<file path="src/rtl/mem_arb_pkg.sv">
// Shared types and constants for the two-requester memory arbiter.
// Used by mem_arb_pick and mem_arbiter.
package mem_arb_pkg;

    typedef enum logic [1:0] {
        IDLE  = 2'd0,
        ISSUE = 2'd1,
        WAIT  = 2'd2,
        DONE  = 2'd3
    } arb_state_e;

    typedef logic [0:0] req_id_t;

    localparam int LAT_W = 4;

endpackage : mem_arb_pkg

</file>
<file path="src/rtl/mem_arb_pick.sv">
// Winner select between two requesters.
// MEM_ARB_ROUND_ROBIN_EN: ties go to the requester that did not win last; otherwise m0 always wins ties.
module mem_arb_pick
    import mem_arb_pkg::*;
(
    input  logic [1:0] req_i,
    input  req_id_t    last_i,
    output logic       valid_o,
    output req_id_t    win_o
);

`ifndef MEM_ARB_ROUND_ROBIN_EN
    logic unused_last_s;
    assign unused_last_s = last_i[0];
`endif

    // Winner decode from the request pair
    always_comb begin
        valid_o = |req_i;
        win_o   = 1'b0;
        case (req_i)
            2'b01:   win_o = 1'b0;
            2'b10:   win_o = 1'b1;
`ifdef MEM_ARB_ROUND_ROBIN_EN
            2'b11:   win_o = ~last_i;
`else
            2'b11:   win_o = 1'b0;
`endif
            default: win_o = 1'b0;
        endcase
    end

endmodule : mem_arb_pick

</file>
<file path="src/rtl/mem_arbiter.sv">
// Single-port memory arbiter: one access at a time, fixed read latency, req/gnt/rvalid handshake.
// MEM_ARB_ROUND_ROBIN_EN adds a last-winner pointer so ties alternate between requesters.
module mem_arbiter
    import mem_arb_pkg::*;
#(
    parameter int AW      = 10,
    parameter int LATENCY = 1
) (
    input  logic          clk,
    input  logic          rst,
    input  logic          m0_req,
    input  logic          m0_we,
    input  logic [AW-1:0] m0_addr,
    input  logic [31:0]   m0_wdata,
    output logic          m0_gnt,
    output logic          m0_rvalid,
    output logic [31:0]   m0_rdata,
    input  logic          m1_req,
    input  logic          m1_we,
    input  logic [AW-1:0] m1_addr,
    input  logic [31:0]   m1_wdata,
    output logic          m1_gnt,
    output logic          m1_rvalid,
    output logic [31:0]   m1_rdata,
    output logic          mem_en,
    output logic          mem_we,
    output logic [AW-1:0] mem_addr,
    output logic [31:0]   mem_wdata,
    input  logic [31:0]   mem_rdata
);

    arb_state_e       state_q, state_d;
    req_id_t          id_q, id_d;
    logic             we_q, we_d;
    logic [AW-1:0]    addr_q, addr_d;
    logic [31:0]      wdata_q, wdata_d;
    logic [LAT_W-1:0] cnt_q, cnt_d;
    logic [31:0]      rdata0_q, rdata0_d;
    logic [31:0]      rdata1_q, rdata1_d;
    logic             gnt0_q, gnt0_d;
    logic             gnt1_q, gnt1_d;
    logic             rvalid0_q, rvalid0_d;
    logic             rvalid1_q, rvalid1_d;
    logic             en_q, en_d;
    logic             mem_we_q, mem_we_d;

    req_id_t          last_s;
    logic             pick_valid_s;
    req_id_t          pick_win_s;

`ifdef MEM_ARB_ROUND_ROBIN_EN
    req_id_t last_q;

    // Last-winner pointer; resets to 1 so m0 takes the first tie
    always_ff @(posedge clk or posedge rst) begin
        if (rst) begin
            last_q <= 1'b1;
        end else if (state_q == ISSUE) begin
            last_q <= id_q;
        end else begin
            last_q <= last_q;
        end
    end

    assign last_s = last_q;
`else
    assign last_s = 1'b1;
`endif

    mem_arb_pick u_pick (
        .req_i   ({m1_req, m0_req}),
        .last_i  (last_s),
        .valid_o (pick_valid_s),
        .win_o   (pick_win_s)
    );

    // Access sequencer: latch winner, strobe memory, count latency, complete
    always_comb begin
        state_d  = state_q;
        id_d     = id_q;
        we_d     = we_q;
        addr_d   = addr_q;
        wdata_d  = wdata_q;
        cnt_d    = cnt_q;
        rdata0_d = rdata0_q;
        rdata1_d = rdata1_q;
        case (state_q)
            IDLE: begin
                if (pick_valid_s) begin
                    id_d    = pick_win_s;
                    we_d    = (pick_win_s == 1'b1) ? m1_we    : m0_we;
                    addr_d  = (pick_win_s == 1'b1) ? m1_addr  : m0_addr;
                    wdata_d = (pick_win_s == 1'b1) ? m1_wdata : m0_wdata;
                    state_d = ISSUE;
                end else begin
                    state_d = IDLE;
                end
            end
            ISSUE: begin
                cnt_d   = LAT_W'(LATENCY - 1);
                state_d = WAIT;
            end
            WAIT: begin
                if (cnt_q == LAT_W'(0)) begin
                    if (!we_q) begin
                        if (id_q == 1'b1) begin
                            rdata1_d = mem_rdata;
                        end else begin
                            rdata0_d = mem_rdata;
                        end
                    end else begin
                        rdata0_d = rdata0_q;
                    end
                    state_d = DONE;
                end else begin
                    cnt_d = cnt_q - LAT_W'(1);
                end
            end
            DONE: begin
                state_d = IDLE;
            end
            default: begin
                state_d = IDLE;
            end
        endcase

        // Strobes are decoded from the next state so they appear registered in that state
        en_d      = (state_d == ISSUE);
        mem_we_d  = en_d && we_d;
        gnt0_d    = en_d && (id_d == 1'b0);
        gnt1_d    = en_d && (id_d == 1'b1);
        rvalid0_d = (state_d == DONE) && (id_d == 1'b0);
        rvalid1_d = (state_d == DONE) && (id_d == 1'b1);
    end

    // State and output registers
    always_ff @(posedge clk or posedge rst) begin
        if (rst) begin
            state_q   <= IDLE;
            id_q      <= 1'b0;
            we_q      <= 1'b0;
            addr_q    <= '0;
            wdata_q   <= 32'd0;
            cnt_q     <= LAT_W'(0);
            rdata0_q  <= 32'd0;
            rdata1_q  <= 32'd0;
            gnt0_q    <= 1'b0;
            gnt1_q    <= 1'b0;
            rvalid0_q <= 1'b0;
            rvalid1_q <= 1'b0;
            en_q      <= 1'b0;
            mem_we_q  <= 1'b0;
        end else begin
            state_q   <= state_d;
            id_q      <= id_d;
            we_q      <= we_d;
            addr_q    <= addr_d;
            wdata_q   <= wdata_d;
            cnt_q     <= cnt_d;
            rdata0_q  <= rdata0_d;
            rdata1_q  <= rdata1_d;
            gnt0_q    <= gnt0_d;
            gnt1_q    <= gnt1_d;
            rvalid0_q <= rvalid0_d;
            rvalid1_q <= rvalid1_d;
            en_q      <= en_d;
            mem_we_q  <= mem_we_d;
        end
    end

    assign m0_gnt    = gnt0_q;
    assign m1_gnt    = gnt1_q;
    assign m0_rvalid = rvalid0_q;
    assign m1_rvalid = rvalid1_q;
    assign m0_rdata  = rdata0_q;
    assign m1_rdata  = rdata1_q;
    assign mem_en    = en_q;
    assign mem_we    = mem_we_q;
    assign mem_addr  = addr_q;
    assign mem_wdata = wdata_q;

endmodule : mem_arbiter

</file>
<file path="config.mk">
export PLATFORM = sky130hd
export DESIGN_NAME = mem_arbiter
export DESIGN_NICKNAME = d
export VERILOG_FILES = /design/src/rtl/mem_arb_pkg.sv /design/src/rtl/mem_arb_pick.sv /design/src/rtl/mem_arbiter.sv
export SDC_FILE = /design/constraint.sdc
export NUM_CORES = 1
export LEC_CHECK = 0
export ABC_AREA = 1
export CORE_UTILIZATION = 45
export DETAILED_ROUTE_END_ITERATION = 10
export PLACE_DENSITY = 0.9
export SLEW_MARGIN = 10
export SYNTH_ARGS = -nofsm -noshare
export SYNTH_HDL_FRONTEND = slang
export SYNTH_SLANG_ARGS = --single-unit
</file>
<file path="constraint.sdc">
create_clock -name clk -period 9.27 [get_ports clk]
set_clock_uncertainty 0.15 [all_clocks]
set_input_delay 1.854 -clock clk [delete_from_list [all_inputs] [get_ports clk]]
set_output_delay 1.854 -clock clk [all_outputs]
set_load 0.01 [all_outputs]
</file>
# [Yosys cells after proc, flatten, opt, wreduce, memory -nomap -nowiden]
# Cells that the tools add are included.
[word_totals] reg_bits=120 input_bits=122 output_inout_bits=112
[op_classes] n_addsub=1 n_eq_ne=7 muxes=13 bitwise_logic=3 reduce_logical=13
[ops] op="32-bit 2-to-1 mux" count=1
[ops] op="10-bit 2-to-1 mux" count=1
[ops] op="2-bit == test (second input constant)" count=4
[ops] op="2-bit case mux with 4 select lines" count=1
[ops] op="4-bit case mux with 2 select lines" count=1
[ops] op="4-bit AND reduction" count=2
[ops] op="1-bit 2-to-1 mux" count=7
[ops] op="1-bit logical AND" count=5
[ops] op="2-bit by 1-bit == test with 1-bit output (second input constant)" count=2
[ops] op="4-bit logical NOT" count=1
[ops] op="4-bit 2-to-1 mux" count=1
[ops] op="2-bit AND reduction" count=2
[ops] op="4-bit by 1-bit subtractor with 4-bit output (second input constant)" count=1
[ops] op="1-bit inverter" count=3
[ops] op="2-bit logical NOT" count=1
[ops] op="2-bit 2-to-1 mux" count=1
[ops] op="2-bit != test (second input constant)" count=1
[ops] op="2-bit nonzero test" count=1
[ops] op="2-bit OR reduction" count=1

# [Longest topological paths before layout]
[depth] word_depth=6 mapped_depth=9

# [By module]
# Synthesis repeated with hierarchy kept, for this count alone.
[unflattened] cells_unflattened=545 hier_area_um2=5241.3
[by_module_without_submodules] module="mem_arbiter" instances=1 cells_each=541 area_per_inst_um2=5226.3
[by_module_without_submodules] module="mem_arb_pick" instances=1 cells_each=4 area_per_inst_um2=15.0

# [Worst setup path before layout]
# No wires, ideal clock.
[synth_timing] kind="input port to flip-flop" start="input port m0_req" end="register addr_q[6] (netlist: mem_addr[6])" arrival_ns=2.469 required_time_ns=8.994 path_slack_ns=6.525 path_stages=6 n_path_buf=2 path_cell_list="nand2_1 nand2_1 buf_4 buf_4 nor2_1 a21oi_1"
[synth_between] elab_chain_len=3 word_cells_on_any_way=5 cone_classes="eq/ne (1); mux (2); reduce/logical (2)"
[synth_rtl] element="start, declared" line="mem_arbiter.sv:11" text="input logic m0_req,"
[synth_rtl] element="2-bit == test" line="mem_arb_pick.sv:21" text="case (req_i)"
[synth_rtl] element="1-bit 2-to-1 mux" line="mem_arb_pick.sv:21"
[synth_rtl] element="10-bit 2-to-1 mux" line="mem_arbiter.sv:92" text="addr_d = (pick_win_s == 1'b1) ? m1_addr : m0_addr;"
[synth_rtl] element="end signal, assigned" line="mem_arbiter.sv:157" text="addr_q <= addr_d;"
[synth_rtl] element="end, declared" line="mem_arbiter.sv:35" text="logic [AW-1:0] addr_q, addr_d;"
# Several ways; a longest one is shown, not always the timed one.
# A chain may end at the register's enable or synchronous reset.

# [Worst setup path after layout]
[layout_timing] start="input port m1_req" end="register wdata_q[25] (netlist: mem_wdata[25])"
[layout_between] elab_chain_len=3 word_cells_on_any_way=5 cone_classes="eq/ne (1); mux (2); reduce/logical (2)"
[layout_rtl] element="start, declared" line="mem_arbiter.sv:18" text="input logic m1_req,"
[layout_rtl] element="2-bit == test" line="mem_arb_pick.sv:21"
[layout_rtl] element="1-bit 2-to-1 mux" line="mem_arb_pick.sv:21"
[layout_rtl] element="32-bit 2-to-1 mux" line="mem_arbiter.sv:93" text="wdata_d = (pick_win_s == 1'b1) ? m1_wdata : m0_wdata;"
[layout_rtl] element="end signal, assigned" line="mem_arbiter.sv:158" text="wdata_q <= wdata_d;"
[layout_rtl] element="end, declared" line="mem_arbiter.sv:36" text="logic [31:0] wdata_q, wdata_d;"
# Several ways; a longest one is shown, not always the timed one.

==> qor.csv <==
stage;metric;value;unit
run_status;status;complete, but fails checks;
run_status;failing checks;design-rule violations;
synth;syn_nets;702;
timing;final setup fails;0;
final_layout;post-route non-filler standard cell count;947;
routing;Detail Route Antenna Nets;0;
clock_tree;H-tree levels;4;
clock_tree;Post-CTS Hold Buffers;0;
synth;post-synth top area cell;dfrtp_1;
timing;final hold vios;0;
final_layout;final instance area;8170;µm²
routing;WL final;13700;µm
place;Cell Area, Placed;7630;µm²
setup_path;CP peak stage delay;0.95;ns
final_layout;Synth-to-Final Area Change;52.4;%
synth;synthesized flop and latch total;120;
routing;DR vias;4699;
timing;min Tclk post-route;4.63;ns
routing;total iterations of the first detailed-routing run;8;
timing;fin crit share;49.9;%
timing;Slew HR;31.3;%
synth;asr flop ratio synth;100;%
synth;yosys warns;0;
clock_tree;clock slew at reported path FFs;0.05;ns
synth;Compound-Gate Fraction of Synth Area;19.6;%
floorplan;row cnt;39;
final_layout;Nets;921;
pwr;worst vdd ir;0.158;mV
pwr;Leak;0.00378;µW
clock_tree;Clock Tree Root;clkbuf_16;
floorplan;Initial Util;46.6;%
place;placer congestion estimate;0.825;
grt;initial antenna violation count;0;
grt;vias in the first global route;4625;
clock_tree;Inserted Clock Buffers;17;
pwr;total power;2790;µW
setup_path;crit path capture type;flop;
clock_tree;postcts setup bufs;0;
routing;DRC viols;34;
min_path;hold crit path type;reg2reg;
floorplan;Die Wd;111;µm
setup_path;worst setup path endpoint;mem_wdata[25];
setup_path;reg2reg end;mem_wdata[25];
final_layout;# diodes;0;
synth;Post-Synth Simple-Gate Area;13.3;%
floorplan;core footprint;11500;µm²
final_layout;FILL cells;826;
setup_path;CP Launch Type;primary input;
timing;max-slew violation count;0;
setup_path;Required @ worst endpoint;9.45;ns
clock_tree;clk_lat worst skew;0.40;ns
routing;Via-to-Cell Ratio;4.96;
synth;top cells by area, synth;dfrtp_1 56%, o21ai_2 7.5%, nand2_1 7.3%;
timing;total negative slack;0;ns
grt;first-pass GRT wire length;22200;µm
synth;Seq/Total Area, Yosys;56.0;%
synth;EDFF count, synth;0;
final_layout;Reg area;3000;µm²
floorplan;Die Y;111;µm
synth;Post-Synth Adder-Cell Area;1.17;%
synth;largest family of logic cells by synthesized area;compound AO/OA/AOI/OAI gates;
synth;Synth top area share;56.0;%
timing;RSZ-0062 raised after global routing;no;
pwr;P per Cell Area;341;nW/µm²
grt;grt ovf;0;
setup_path;crit-path cells;clkdlybuf4s50_1 -> nand2_1 -> nand2_2 -> o21ai_0 -> o21ai_1;
clock_tree;CTS tree;built;
clock_tree;CTS sink cnt;120;
grt;GR Util All Layers;22.8;%
synth;Yosys cell types;23;
clock_tree;# resized after CTS;0;
final_layout;layout cells sized above 1;10.4;%
timing;fmax;216;MHz
place;dpl cells;918;
synth;post-synthesis mux area share;0;%
timing;hold_ws;0.330;ns
place;hpwl dp;10200;µm
synth;most frequent cells after synthesis;120 x dfrtp_1, 104 x nand2_1, 71 x inv_1;
synth;Syn Area/Cell;9.33;µm²
setup_path;r2r worst-path depth;6;
routing;Detailed Route Iter0 Violations;264;
timing;worst slew pin tran;1.03;ns
synth;Post-Synth XOR/XNOR Area;0;%
setup_path;Reg2Reg Setup Slack;6.45;ns
setup_path;CP Class;in2reg;
clock_tree;clk buf depth;2;
setup_path;start point of the critical path;m1_req;
setup_path;crit-path max FO;65;
synth;ys flop type;dfrtp_1;
synth;mapped cell area;5360;µm²
grt;largest net degree at the start of global routing;72;
place;Port Buf Inserts;233;
final_layout;area of the multi-input gates;1830;µm²
setup_path;CP max stage cell;nand2_2;
run;Max-Cap Viols;0;
floorplan;DIE AREA;12400;µm²
synth;count leader, synth;dfrtp_1;
setup_path;Arr. time, crit path;4.80;ns
floorplan;I/O Pins;234;
routing;wire per inst;14.5;µm
synth;Cells after Synth;575;
setup_path;launching point of the worst reg2reg path;state_q[0];
[worst min path at each step]
stage	startpoint	to	slack (ns)	depth (start not counted)
final	m1_rdata[17]	m1_rdata[17]	0.33	2
after global routing	m0_rdata[16]	m0_rdata[16]	0.34	2
after CTS	m0_rdata[21]	m0_rdata[21]	0.33	2
after detailed placement	m0_rdata[21]	m0_rdata[21]	0.32	2
after global placement	m1_rdata[18]	m1_rdata[18]	0.31	2
after floorplan	cnt_q[0]	cnt_q[0]	0.31	1
[power breakdown]
part / internal (µW) / leakage [µW] / switching [µW]
clock network: 387 / 0.000260 / 215
logic: 645 / 0.00207 / 615
registers: 781 / 0.00146 / 145
total: 1810 / 0.00378 / 975
[through the flow]
step                setup slack, ns  util, %
finish                         4.64     71.0
global route                   4.38     71.0
CTS                            4.70     71.0
detailed placement             4.27     66.3
global placement               4.44     66.3
floorplan                      4.08        -
[cell type report]
class	instances	area share, %
tap	143	2.19
inverter	74	3.43
multi-input combinational	347	22.4
clock buffer	19	5.30
timing repair buffer	234	28.6
sequential	120	36.7
clock inverter	10	1.32
[per-layer routing]
metal / vias to the layer above / global-route usage (%) / share of wire, %
met1: 2191 / 26.9 / 40
met2: 203 / 40.0 / 51
li1: 2290 / - / -
met5: - / 0 / 0
met4: 0 / 7.48 / 1.0
met3: 15 / 6.45 / 7.3
[sequential cells by signal, summed over array words and instances (netlist names)]
name / cells
m1_rvalid: 1
m0_gnt: 1
m0_rdata: 32
mem_wdata: 32
cnt_q: 4
mem_we: 1
m0_rvalid: 1
state_q: 2
m1_gnt: 1
mem_addr: 10
m1_rdata: 32
mem_en: 1
we_q: 1
id_q: 1
[kinds of logic after synthesis]
group	Yosys count
AO/OA/AOI/OAI	175
AND/OR/NAND/NOR	167
flip-flops	120
buffers and inverters	108
adder cells (fa/ha/maj)	5
[critical path, delay by kind of cell]
kind / cells / cell delay [ns]
AOI/OAI and AO/OA: 2 / 0.45
buffers and inverters: 1 / 0.92
and+or+nand+nor: 2 / 1.56
[cells in the final DEF (no fill, tap or decap), types with 17 or more instances in the layout]
master | Yosys | final
o21ai_1 | 41 | 41
o21ai_0 | 44 | 44
inv_1 | 71 | 70
clkdlybuf4s50_1 | 0 | 233
o21ai_2 | 46 | 46
clkbuf_16 | 0 | 17
nor2_1 | 31 | 31
nand2_1 | 104 | 103
a21oi_1 | 43 | 43
nand3_1 | 25 | 25
dfrtp_1 | 120 | 120
No activity file was read; power rests on OpenSTA's default activity.
